## src/rtl/cache_evict_stress_gen.sv

```systemverilog
// Cache eviction stress generator.
// Writes WAYS+EXTRA lines into each of SET_COUNT consecutive sets so that
// every set overflows its associativity and forces evictions. With VERIFY
// set, it then reads every line back and compares the data. A monitor on the
// DRAM port counts writebacks. Pass/fail is decided when the run ends.
//
// Ports:
//   clk, rst_n        clock (rising edge) and asynchronous active-low reset
//   start_i           one-cycle run request (ignored while busy_o)
//   cpu_addr_o        request address (0 outside a transaction)
//   cpu_wdata_o       write / expected read data (0 outside a transaction)
//   cpu_byte_en_o     4'b1111 during a transaction
//   cpu_rd_o/cpu_wr_o one-cycle request strobes
//   cpu_rdata_i       read data from the cache
//   cpu_ready_i       transaction complete, sampled only while waiting
//   mem_wr_i/mem_ready_i  DRAM write handshake being monitored
//   busy_o, done_o, pass_o, timeout_o   run status
//   wb_count_o, err_count_o             saturating counters
//
// state | meaning
// IDLE  | waiting for start after reset
// REQ   | strobe cpu_wr/cpu_rd for one cycle
// WAIT  | wait for cpu_ready, down-counting the timeout
// GAP   | idle spacing between transactions
// DONE  | results held until the next start
module cache_evict_stress_gen #(
  parameter int unsigned WAYS       = 8,
  parameter int unsigned EXTRA      = 1,
  parameter int unsigned INDEX_LSB  = 6,
  parameter int unsigned INDEX_BITS = 8,
  parameter int unsigned SET_FIRST  = 16,
  parameter int unsigned SET_COUNT  = 4,
  parameter logic [31:0] DATA_BASE  = 32'hCAFE_0000,
  parameter int unsigned GAP        = 2,
  parameter int unsigned VERIFY     = 1,
  parameter int unsigned TIMEOUT    = 1024,
  parameter int unsigned MIN_WB     = 1
) (
  input  logic        clk,
  input  logic        rst_n,
  input  logic        start_i,
  output logic [31:0] cpu_addr_o,
  output logic [31:0] cpu_wdata_o,
  output logic [3:0]  cpu_byte_en_o,
  output logic        cpu_rd_o,
  output logic        cpu_wr_o,
  input  logic [31:0] cpu_rdata_i,
  input  logic        cpu_ready_i,
  input  logic        mem_wr_i,
  input  logic        mem_ready_i,
  output logic        busy_o,
  output logic        done_o,
  output logic        pass_o,
  output logic        timeout_o,
  output logic [15:0] wb_count_o,
  output logic [15:0] err_count_o
);

  localparam int unsigned L  = WAYS + EXTRA;
  localparam int unsigned NW = (L > 1) ? $clog2(L) : 1;
  localparam logic [NW-1:0]         N_LAST  = NW'(L - 1);
  localparam logic [INDEX_BITS-1:0] S_FIRST = INDEX_BITS'(SET_FIRST);
  localparam logic [INDEX_BITS-1:0] S_LAST  = INDEX_BITS'(SET_FIRST + SET_COUNT - 1);

  typedef enum logic [2:0] {ST_IDLE, ST_REQ, ST_WAIT, ST_GAP, ST_DONE} state_e;

  state_e                state_q, state_d;
  logic                  phase_q, phase_d;   // 0: write pass, 1: read-back pass
  logic [NW-1:0]         n_q, n_d;
  logic [INDEX_BITS-1:0] s_q, s_d;
  logic [31:0]           timer_q, timer_d;   // shared by WAIT and GAP
  logic                  busy_q, busy_d;
  logic                  done_q, done_d;
  logic                  pass_q, pass_d;
  logic                  timeout_q, timeout_d;
  logic [15:0]           wb_q, wb_d;
  logic [15:0]           err_q, err_d;
  logic                  advance, finish, in_txn;
  logic [31:0]           addr_w, data_w;

  // Line number lands in the tag field; bits beyond the tag width fall off.
  assign addr_w = (32'(n_q) << (INDEX_BITS + INDEX_LSB)) | (32'(s_q) << INDEX_LSB);
  assign data_w = DATA_BASE + (32'(s_q) << 8) + 32'(n_q);
  assign in_txn = (state_q == ST_REQ) || (state_q == ST_WAIT);

  assign cpu_addr_o    = in_txn ? addr_w : 32'd0;
  assign cpu_wdata_o   = in_txn ? data_w : 32'd0;
  assign cpu_byte_en_o = in_txn ? 4'b1111 : 4'b0000;
  assign cpu_wr_o      = (state_q == ST_REQ) && !phase_q;
  assign cpu_rd_o      = (state_q == ST_REQ) && phase_q;
  assign busy_o        = busy_q;
  assign done_o        = done_q;
  assign pass_o        = pass_q;
  assign timeout_o     = timeout_q;
  assign wb_count_o    = wb_q;
  assign err_count_o   = err_q;

  always_comb begin
    state_d   = state_q;
    phase_d   = phase_q;
    n_d       = n_q;
    s_d       = s_q;
    timer_d   = timer_q;
    busy_d    = busy_q;
    done_d    = done_q;
    pass_d    = pass_q;
    timeout_d = timeout_q;
    wb_d      = wb_q;
    err_d     = err_q;
    advance   = 1'b0;
    finish    = 1'b0;

    if (busy_q && mem_wr_i && mem_ready_i && (wb_q != 16'hFFFF)) wb_d = wb_q + 16'd1;

    unique case (state_q)
      ST_IDLE, ST_DONE: begin
        if (start_i) begin
          wb_d      = 16'd0;
          err_d     = 16'd0;
          done_d    = 1'b0;
          pass_d    = 1'b0;
          timeout_d = 1'b0;
          busy_d    = 1'b1;
          n_d       = '0;
          s_d       = S_FIRST;
          phase_d   = 1'b0;
          state_d   = ST_REQ;
        end
      end
      ST_REQ: begin
        timer_d = TIMEOUT - 1;
        state_d = ST_WAIT;
      end
      ST_WAIT: begin
        if (cpu_ready_i) begin
          if (phase_q && (cpu_rdata_i != data_w) && (err_q != 16'hFFFF)) err_d = err_q + 16'd1;
          advance = 1'b1;
        end else if (timer_q == 32'd0) begin
          timeout_d = 1'b1;
          finish    = 1'b1;
        end else begin
          timer_d = timer_q - 32'd1;
        end
      end
      ST_GAP: begin
        if (timer_q == 32'd0) state_d = ST_REQ;
        else                  timer_d = timer_q - 32'd1;
      end
      default: state_d = ST_IDLE;
    endcase

    // Line pointer moves on at WAIT exit; addr/data are gated off in GAP.
    if (advance) begin
      if (n_q != N_LAST) begin
        n_d = n_q + NW'(1);
      end else begin
        n_d = '0;
        if (s_q != S_LAST) begin
          s_d = s_q + INDEX_BITS'(1);
        end else begin
          s_d = S_FIRST;
          if (!phase_q && (VERIFY != 0)) phase_d = 1'b1;
          else                           finish  = 1'b1;
        end
      end
      if (!finish) begin
        if (GAP == 0) begin
          state_d = ST_REQ;
        end else begin
          timer_d = GAP - 1;
          state_d = ST_GAP;
        end
      end
    end

    // Verdict uses next-state counters so a same-cycle increment is included.
    if (finish) begin
      state_d = ST_DONE;
      busy_d  = 1'b0;
      done_d  = 1'b1;
      pass_d  = (err_d == 16'd0) && (32'(wb_d) >= MIN_WB) && !timeout_d;
    end
  end

  always_ff @(posedge clk or negedge rst_n) begin
    if (!rst_n) begin
      state_q   <= ST_IDLE;
      phase_q   <= 1'b0;
      n_q       <= '0;
      s_q       <= '0;
      timer_q   <= 32'd0;
      busy_q    <= 1'b0;
      done_q    <= 1'b0;
      pass_q    <= 1'b0;
      timeout_q <= 1'b0;
      wb_q      <= 16'd0;
      err_q     <= 16'd0;
    end else begin
      state_q   <= state_d;
      phase_q   <= phase_d;
      n_q       <= n_d;
      s_q       <= s_d;
      timer_q   <= timer_d;
      busy_q    <= busy_d;
      done_q    <= done_d;
      pass_q    <= pass_d;
      timeout_q <= timeout_d;
      wb_q      <= wb_d;
      err_q     <= err_d;
    end
  end

endmodule

```

## config.mk

```make
export PLATFORM = sky130hd
export DESIGN_NAME = cache_evict_stress_gen
export DESIGN_NICKNAME = d
export VERILOG_FILES = /design/src/rtl/cache_evict_stress_gen.sv
export SDC_FILE = /design/constraint.sdc
export NUM_CORES = 1
export LEC_CHECK = 0
export CAP_MARGIN = 30
export CORE_MARGIN = 2
export CORE_UTILIZATION = 40
export CTS_CLUSTER_DIAMETER = 120
export DETAILED_ROUTE_END_ITERATION = 16
export GPL_TIMING_DRIVEN = 1
export PLACE_DENSITY = 0.74
export SYNTH_ARGS = -nofsm -noshare
export SYNTH_HDL_FRONTEND = slang
export SYNTH_SLANG_ARGS = --single-unit
```

## constraint.sdc

```tcl
create_clock -name clk -period 3.9 [get_ports clk]
set_input_delay 0.78 -clock clk [delete_from_list [all_inputs] [get_ports clk]]
set_output_delay 0.78 -clock clk [all_outputs]
set_load 0.02 [all_outputs]
```

After elaboration in Yosys (flattened, before gate mapping)
Cells that the tools add are included.
Widths: inputs -> output; s select.
{"block": "classes", "add_sub_neg": 7, "shift": 0, "n_bitwise": 1, "n_mul": 0, "n_eq_ne": 9, "reduce_logical": 22, "mux": 57, "div_mod_pow": 0, "order_cmp": 1}
{"operator": "$mux 32", "n": 5}
{"operator": "$mux 16", "n": 6}
{"operator": "$pmux 32 s3", "n": 1}
{"operator": "$mux 8", "n": 5}
{"operator": "$add 16x1->16 const B", "n": 2}
{"operator": "$add 31x17->32 const A", "n": 1}
{"operator": "$add 32x4->32", "n": 1}
{"operator": "$logic_not 32->1", "n": 1}
{"operator": "$ne 16x16->1 const B", "n": 2}
{"operator": "$ne 32x32->1", "n": 1}
{"operator": "$pmux 16 s2", "n": 1}
{"operator": "$sub 32x1->32 const B", "n": 1}
{"operator": "$mux 1", "n": 26}
{"operator": "$mux 4", "n": 5}
{"operator": "$mux 18", "n": 1}
{"operator": "$or 18x14->18", "n": 1}
{"operator": "$ge 16x1->1 const B", "n": 1}
{"operator": "$logic_not 16->1", "n": 1}
{"operator": "$mux 3", "n": 5}
{"operator": "$pmux 3 s4", "n": 1}
{"operator": "$logic_and 1x1->1", "n": 9}
{"operator": "$add 8x1->8 const B", "n": 1}
{"operator": "$ne 8x5->1 const B", "n": 1}
{"operator": "$reduce_bool 2->1", "n": 4}
{"operator": "11 further kinds", "n": 14}
{"block": "word_totals", "mem_count": 0, "latchBits": 0, "rom_bits": 0, "ff_bits": 84, "output_inout_bits": 106, "wordCells": 108, "ram_bits": 0}

Longest topological paths before layout
{"block": "depth", "ltp_word": 12, "ltp_mapped": 11}

Least setup slack after synthesis
Ideal clock, no wire load.
{"block": "synth_timing", "path_type": "input port to flip-flop", "startpoint": "in mem_ready_i", "endpoint": "reg pass_q (netlist: pass_o)", "cell_stages": 10, "required_ns": 3.778, "path_slack_ns": 0.683, "setup_time_ns": 0.122, "t_arrival_ns": 3.094, "path_buffers": 1, "cell_sequence": "and3_2 > nand4_1 > or3_1 > buf_6 > o311a_1 > a41o_1 > or4b_1 > a2111oi_1 > a2111o_1 > o21ai_1"}
{"block": "synth_via", "elab_chain_len": 9}
{"item": "start: declaration", "line_no": "50", "text": "input logic mem_ready_i,"}
{"item": "$logic_and 1x1->1 (*) (2 in series)", "line_no": "113", "text": "if (busy_q && mem_wr_i && mem_ready_i && (wb_q != 16'hFFFF)) wb_d = wb_q + 16'd1;"}
{"item": "$mux 16 (*)", "line_no": "113"}
{"item": "$mux 16", "line_no": "117", "text": "if (start_i) begin"}
{"item": "$mux 16 (*)", "line_no": "115", "text": "unique case (state_q)"}
{"item": "net wb_d[15]", "line_no": "76", "text": "logic [15:0] wb_q, wb_d;"}
{"item": "$ge 16x1->1 (*)", "line_no": "181", "text": "pass_d = (err_d == 16'd0) && (32'(wb_d) >= MIN_WB) && !timeout_d;"}
{"item": "$logic_and 1x1->1 (*) (2 in series)", "line_no": "181"}
{"item": "$mux 1 (*)", "line_no": "177", "text": "if (finish) begin"}
{"item": "end signal: assignment", "line_no": "206", "text": "pass_q <= pass_d;"}
{"item": "end: declaration", "line_no": "74", "text": "logic pass_q, pass_d;"}
Mark *: on every way through the listed nets, which the timed path passes. The rest lies on a longest branch.
A chain may end at the register's enable or synchronous reset.

Worst setup path in the final report
Ends and elaborated chain as after synthesis.

==> impl_metrics.ini <==
[clock_network]
cts_tree = built
post_cts_resize_count = 0
cts-root-buf = clkbuf_16
cts_inserted_buffers = 9
clk_pin_slew_worst_paths_ns = 0.06
postCtsSetupRepairBufs = 0
cts_hold_buf = 0
clock-sinks = 84
clkLatencyLatePin_ns = 0.34
cts_max_level = 3
cts_buffer_depth = 2

[finish]
design_area_mm2 = 0.00702
num_antenna_cells = 0
filler_cell_count = 1314
seqCellArea_mm2 = 0.00210
drive_gt1_share_pct = 6.68
area_delta_synth_final_pct = 25.3
fin_nets = 802
fin_cells = 943
multi_input_area_mm2 = 0.00303

[placed_design]
dpl_cell_area_mm2 = 0.00667
io_buffers = 114
dp.cells = 927
place_hpwl_mm = 10.3
gp_congestion = 0.866

[routing]
dr.pass1.iters = 5
wirelength_mm = 14.1
drtAntennaViolNets = 0
viasPerCell = 5.54
wl_per_cell_um = 15.0
drc_errors = 0
drtIter0Drc = 420
vias = 5228

[worst_setup_path]
crit_arrival_ns = 3.59
crit_type = in2reg
start_kind = input pin
worst-r2r-cell-count = 11
cp-end-kind = register
cp_max_fo = 3
crit_required_ns = 4.13

[global_route]
grt_usage_pct = 19.2
grt_pass1_wl_mm = 23.2
gr-usage-met3_pct = 4.37
gr-total-overflow = 0
use_met1_pct = 26.5
antenna_found_initial = 0
grt-busiest-layer = met2
grt_pass1_vias = 4733
grt_max_degree = 40
use_met2_pct = 30.1

[synthesis]
async_flop_share_pct = 100
synthCells = 671
ys_ff_latch = 84
ys_seq_area_share_pct = 37.5
syn_area_mm2 = 0.00560
synthFlopType = dfrtp_1
yosysWarnings = 0
synth-edff-count = 0
ys_types = 65
avgSynthCellArea_um2 = 8.35

[timing]
min_period_ns = 3.36
fin_tns_setup_ns = 0
final_hold_viol_count = 0
rsz0062_at_grt = false
finalClockSkew_ns = 0.00727
worstMarginPinSlew_ns = 0.724
final-max-slew-violation-count = 0
period_share_pct = 86.2
fmax_ghz = 0.298
slew_headroom_pct = 51.3
setup_viol_count_final = 0

[pwr]
p_leak_nw = 2.83
vdd_drop_max_mv = 0.380
cellPowerDensity_mw_per_mm2 = 530

[min_path]
hold_path.class = in2async

[floorplan]
die_h_um = 122
die-area_mm2 = 0.0150
rows = 43
start_util_pct = 40.7
core_mm2 = 0.0138
die_w_um = 122
pin_count = 144

[run]
drv_cap = 0

[outcome]
status = finished, final reports clean
[power breakdown]
part | switching (mW) | internal [mW]
combinational | 0.805 | 0.647
clock | 0.362 | 0.630
sequential | 0.229 | 1.05
[cells in the final DEF, fill, tap and decap left out, types with 4 or more instances in the layout]
cell type,count
nor4_1,11
a21oi_1,33
nand2b_1,9
mux2i_1,7
o21a_1,4
nor2_1,72
o211ai_1,6
nand4_1,21
or4_1,5
xor2_1,6
nor3_1,26
ha_1,6
dfrtp_1,84
inv_1,10
o31ai_1,5
or2_2,4
nor2b_1,4
a311oi_1,15
or3_1,10
nand2_1,67
and3_1,7
nor3b_1,4
conb_1,29
clkbuf_16,9
and2_1,12
clkdlybuf4s50_1,113
nand3_1,30
nor4b_1,4
buf_4,19
a31oi_1,5
o21ai_0,45
xnor2_1,22
[cells by family (layout without fill, tap and decap cells)]
logic type	Yosys count	in the layout	share of synthesized area, %
and+or+nand+nor	303	303	27.9
AOI/OAI and AO/OA	147	147	16.9
buffers and inverters	94	158	10.4
DFF	84	84	37.5
xor gates and xnor gates	28	28	4.38
muxes	8	8	1.45
adders and majority gates	6	6	1.34
other	1	29	0.0669
[registers in the layout, indices dropped and copies added (netlist names)]
| signal | cells |
|---|---|
| phase_q | 1 |
| timeout_o | 1 |
| n_q | 4 |
| err_count_o | 16 |
| pass_o | 1 |
| s_q | 8 |
| state_q | 3 |
| done_o | 1 |
| busy_o | 1 |
| wb_count_o | 16 |
| timer_q | 32 |
[worst paths after layout]
| check | endpoint | slack, ns | from |
|---|---|---|---|
| setup / recovery | pass_o$_DFFE_PN0P_ | 0.54 | mem_ready_i |
| hold / removal | err_count_o[3]$_DFF_PN0_ | 0.29 | rst_n |
| setup reg to reg | pass_o$_DFFE_PN0P_ | 0.61 | wb_count_o[0]$_DFF_PN0_ |
| hold reg to reg | done_o$_DFFE_PN0P_ | 0.48 | done_o$_DFFE_PN0P_ |
| max in group asynchronous | timer_q[18]$_DFF_PN0_ | 2.84 | rst_n |
| min in group clk | done_o$_DFFE_PN0P_ | 0.48 | done_o$_DFFE_PN0P_ |
[area by class of cell]
cell class                      instances  area share [%]
Sequential cell                        84            29.9
Clock buffer                            9            3.21
Inverter                               10           0.535
Tap cell                              180            3.21
Multi-Input combinational cell        521            43.2
Timing Repair Buffer                  132            18.1
Clock inverter                          7            1.76
[layer usage]
metal  routed length (µm)  vias to the layer above
met5                    0                        -
met2                 6460                      188
met4                  160                        0
met1                 6510                     2484
met3                  969                       13
li1                     -                     2543
[worst max-delay path: stages]
cell,delay [ns]
clkdlybuf4s50_1,0.47
and3_2,0.22
nand4_1,0.13
or3_1,0.39
o311a_1,0.30
a41o_1,0.21
or4b_1,0.50
a2111oi_1,0.39
a2111o_1,0.15
o21ai_1,0.05
[Yosys cell counts, types with 5 or more instances]
| master | instances | area share (%) |
|---|---|---|
| dfrtp_1 | 84 | 38 |
| nor2_1 | 72 | 4.8 |
| nand2_1 | 67 | 4.5 |
| buf_4 | 59 | 7.9 |
| o21ai_0 | 45 | 4.0 |
| a21oi_1 | 33 | 2.9 |
| nand3_1 | 30 | 2.7 |
| nor3_1 | 27 | 2.4 |
| clkbuf_1 | 22 | 1.5 |
| xnor2_1 | 22 | 3.4 |
| nand4_1 | 21 | 2.3 |
| a311oi_1 | 15 | 2.3 |
| and2_1 | 12 | 1.3 |
| nor4_1 | 11 | 1.2 |
| inv_1 | 10 | 0.67 |
| or3_1 | 10 | 1.1 |
| nand2b_1 | 9 | 1.0 |
| and3_1 | 7 | 0.78 |
| mux2i_1 | 7 | 1.3 |
| a31oi_1 | 6 | 0.67 |
| ha_1 | 6 | 1.3 |
| o211ai_1 | 6 | 0.80 |
| xor2_1 | 6 | 0.94 |
| o31ai_1 | 5 | 0.67 |
| or4_1 | 5 | 0.67 |
[metrics by stage]
stage                     hold WS, ns  worst slack, ns  power [mW]  util, %
after floorplan                 0.452            0.683        2.33        -
after global placement          0.460            0.228        2.71     48.4
after detailed placement        0.474            0.204        2.73     48.4
after CTS                       0.288            0.569        3.74     51.0
after global routing            0.295            0.307        3.97     51.0
final                           0.291            0.540        3.72     51.0
Note: power is estimated with default switching activity, not from simulation.
==> RTL edit 1: new RTL, config.mk and constraints unchanged <==
Change the parameter `WAYS` from 8 to 16.
--- a/src/rtl/cache_evict_stress_gen.sv
+++ b/src/rtl/cache_evict_stress_gen.sv
@@ -26,3 +26,3 @@
 module cache_evict_stress_gen #(
-  parameter int unsigned WAYS       = 8,
+  parameter int unsigned WAYS       = 16,
   parameter int unsigned EXTRA      = 1,
Check against the original RTL: no difference found for any inputs over 10 cycles, from zero or initial values and one cycle with rst_n low; that may be too few to reach the edited logic, so the function may still have changed.
==> RTL edit 1 against the unedited design <==
Sequential cell count grew 1; final area grew 2.1%; area after synthesis grew 2.1%; critical endpoint unchanged; critical path depth shrank 1; routed wire length grew 8.5%; critical path type unchanged; setup slack gained 86 ps; total power grew 11%.
==> RTL edit 1: results (changes against the unedited design) <==
TritonCTS buffer count=9 (unchanged); Compound-Gate Fraction of Synth Area=18.2% (+1.3 points); worst vdd ir=0.295 mV (-22%); Nets=815 (+1.6%); Distinct cells, synth=69 (+6.2%); average cell area after synthesis=8.38 µm² (+0.41%); fraction of area in multi-input gates=43.5% (+0.30 points); Placed Cells incl. Taps=940 (+1.4%); crit path max fanout=6 (+3); Hold Path Class=in -> async; first-pass GRT wire length=24300 µm (+4.6%); xor-xnor portion of the synthesized cell area=3.68% (-0.70 points); IO buf count=116 (+1.8%); Flop pwr share=28.3% (-6.0 points); register area share after synthesis=37.2% (-0.32 points); clock share of power=22.9% (-3.8 points); Final Non-Filler Cells=956 (+1.4%); postcts setup bufs=0 (unchanged); FF+latch count=85 (+1.2%); largest net degree at the start of global routing=51 (+28%); number of non-clock inverters=17 (+7); Critical Path Slowest Stage Cell=clkdlybuf4s50_1; total track usage=20.0% (+0.81 points); Slew @ Worst Pin=896 ps (+172 ps); Post-Place Setup Slack=311 ps (+108 ps); final worst-path cycle share=83.9% (-2.2 points); status=finished clean; switching part of the total power=41.7% (+4.2 points); Fillers=1298 (-1.2%); vias=5442 (+4.1%); Clock Skew=5.34 ps (-1.92 ps); Area contributors post-synth=dfrtp_1 (37%), buf_4 (7.2%), o21ai_0 (4.1%), nand2_1 (4.1%), nor2_1 (3.9%); number of global-route vias before repair=4858 (+2.6%); Post-DP HPWL=11300 µm (+9.1%); share of cells above drive strength 1=7.09% (+0.40 points); Non-CTS buffers=133 (+0.76%); drt first-iter violations=503 (+20%); Seq. pwr=1170 µW (-9%); Sequential cell area=2130 µm² (+1.2%); static leakage power=0.00296 µW (+4.7%); critical path's top delay family=simple AND/OR/NAND/NOR gates; fin area=7160 µm² (+2.1%); Synth Area in Adders=1.31% (-0.027 points); mux cell area share after synthesis=1.95% (+0.50 points); CLK BUF=11 (+2); Crit path arrival time=3550 ps (-40 ps); comb_multi_in=525 (+0.77%); top cells by count, synth=dfrtp_1 (85), nand2_1 (62), nor2_1 (59); clock-cell share of area=4.56% (-0.42 points); Cell Area, Placed=6840 µm² (+2.5%); Signal buf overhead=18.2% (+0.086 points); drt total wl=15300 µm (+8.5%); slowest stage delay, CP=440 ps (-60 ps); CORE AREA=13900 µm² (+1.2%); CTS clk-pin slew, worst paths=60 ps (about the same); RD Place Congestion=0.860 (-0.62%)
==> RTL edit 1: cell count changes after synthesis, sizes merged, moves of 8 or more <==
cell | unedited run | this run
nor2 | 72 | 59
xor2 | 6 | 19
nor4 | 12 | 20
or3 | 11 | 2
nand3 | 30 | 40
xnor2 | 22 | 5
==> RTL edit 1: worst paths after layout <==
| check | startpoint | endpoint | slack, ps | cells after the start |
|---|---|---|---|---|
| max in group asynchronous | rst_n | timer_q[23] | 2890 | 2 |
| min | rst_n | n_q[4] | 400 | 1 |
| max | cpu_rdata_i[15] | pass_o | 630 | 9 |
| min reg2reg | timer_q[11] | timer_q[11] | 480 | 1 |
| max reg2reg | timer_q[24] | timer_q[25] | 910 | 8 |
| min in group clk | timer_q[11] | timer_q[11] | 480 | 1 |
==> RTL edit 1: metal layers <==
layer	GRT usage (%)	up-vias	wire (µm)
met5	0	-	0
met4	4.90	0	169
met3	3.69	15	1110
met2	33.4	204	7330
met1	26.8	2613	6690
li1	-	2610	-
==> RTL edit 2: new RTL, config.mk and constraints unchanged <==
Without the edit above. Put one more register stage on the output `wb_count_o`, without a reset. The value now appears one clock later. The other outputs are not delayed to match.
--- a/src/rtl/cache_evict_stress_gen.sv
+++ b/src/rtl/cache_evict_stress_gen.sv
@@ -94,3 +94,5 @@
   assign timeout_o     = timeout_q;
-  assign wb_count_o    = wb_q;
+  always_ff @(posedge clk) begin
+    wb_count_o <= wb_q;
+  end
   assign err_count_o   = err_q;
Function: changed (a bounded check fails within 4 cycles, from zero or initial values and one cycle with rst_n low).
==> RTL edit 2 against the unedited design <==
Via count grew 2.1%; worst hold slack got worse by 6.4 ps; total power grew 2.3%; final area rose by 3.8%; routed wire length increased by 4.3%; clock power decreased by 11%; critical path depth unchanged; sequential cell count grew 16; area after synthesis grew 5.8%; setup slack lost 18 ps; highest routed layer unchanged.
==> RTL edit 2: results (changes against the unedited design) <==
largest net degree at the start of global routing=38 (-5.0%); Fillers=1352 (+2.9%); status=finished clean; Post-DP HPWL=10700 µm (+3.0%); clock-cell share of area=4.05% (-0.92 points); Distinct cells, synth=66 (+1.5%); Signal buf overhead=17.4% (-0.76 points); drt wl/cell=15.3 µm (+2.3%); Seq. pwr=1460 µW (+14%); total track usage=18.4% (-0.83 points); RD Place Congestion=0.842 (-2.7%); first-pass GRT wire length=24100 µm (+3.8%); grt met1 use=25.3% (-1.3 points); Slew HR=50.0% (-1.3 points); register area share after synthesis=40.9% (+3.4 points); Placed Cells incl. Taps=946 (+2.0%); Tot Pwr=3810 µW (+2.3%); clock share of power=23.3% (-3.4 points); fraction of area in registers=33.3% (+3.3 points); Post-Synthesis Cells=687 (+2.4%); top cells by count, synth=dfrtp_1 (84), nor2_1 (72), nand2_1 (67); met3 wire len=697 µm (-28%); static leakage power=0.00293 µW (+3.8%); CTS Buffer Depth=2 (unchanged); Die Span X=126 µm (+2.7%); Post-Place Setup Slack=160 ps (-44.0 ps); Hold Path Class=in -> async; ys async rst share=84.0% (-16 points); share of cells above drive strength 1=6.43% (-0.26 points); M3 GR Usage=3.48% (-0.88 points); grt met2 use=29.6% (-0.44 points); clock root cell=clkbuf_16; drt first-iter violations=328 (-22%); Clock Skew=11.8 ps (+4.49 ps); drt pass-1 iters=4 (-1); switching part of the total power=39.0% (+1.5 points); fraction of area in multi-input gates=41.6% (-1.6 points); Vias per Instance=5.55 (about the same); Crit path arrival time=3620 ps (+30 ps); CTS clk-pin slew, worst paths=70 ps; Final WS setup=522 ps (-17.9 ps); critical path's top delay family=simple AND/OR/NAND/NOR gates; max FFs per register=32 (unchanged); PwrDens=522 nW/µm² (-1.4%); routed wl met2=7030 µm (+8.7%); Nets=817 (+1.9%); Cell Area, Placed=6990 µm² (+4.8%); FF+latch count=100 (+19%); Area contributors post-synth=dfrtp_1 (35%), buf_4 (7.6%), dfxtp_1 (5.4%), nor2_1 (4.6%), nand2_1 (4.2%); cts repair resizes=0 (unchanged); flop2flop setup slack=550 ps (-60 ps); WHS=284 ps (-6.38 ps); wl on met1=6800 µm (+4.5%); Non-CTS buffers=131 (-0.76%); number of global-route vias before repair=4943 (+4.4%); # setup viols final=0 (unchanged); slowest stage delay, CP=490 ps; worst vdd ir=0.249 mV (-34%); Final Non-Filler Cells=962 (+2.0%)
==> RTL edit 2: final timing paths <==
kind / startpoint / to / depth (start not counted)
setup / recovery: mem_ready_i / pass_o / 10
hold / removal: rst_n / s_q[0] / 1
setup reg to reg: wb_q[0] / pass_o / 11
hold reg to reg: wb_q[8] / wb_count_o[8] / 0
max in group asynchronous: rst_n / timer_q[12] / 2
min in group clk: wb_q[8] / wb_count_o[8] / 0
==> RTL edit 2: worst reg2reg max path: cells and delay by family, from the launching register on <==
family                   cells  cell delay [ps]
AO/OA/AOI/OAI                4              870
adder cells (fa/ha/maj)      1              240
flip-flops                   1              470
AND/OR/NAND/NOR              5             1490
buffers and inverters        1              160
==> RTL edit 2: kinds of logic after synthesis <==
logic type / share of synthesized area, %
compound gates: 16.0
fa+ha+maj: 1.27
flops: 40.9
xor+xnor: 4.14
other cells: 0.0633
simple gates: 26.4
mux: 1.37
buf+inv: 9.90
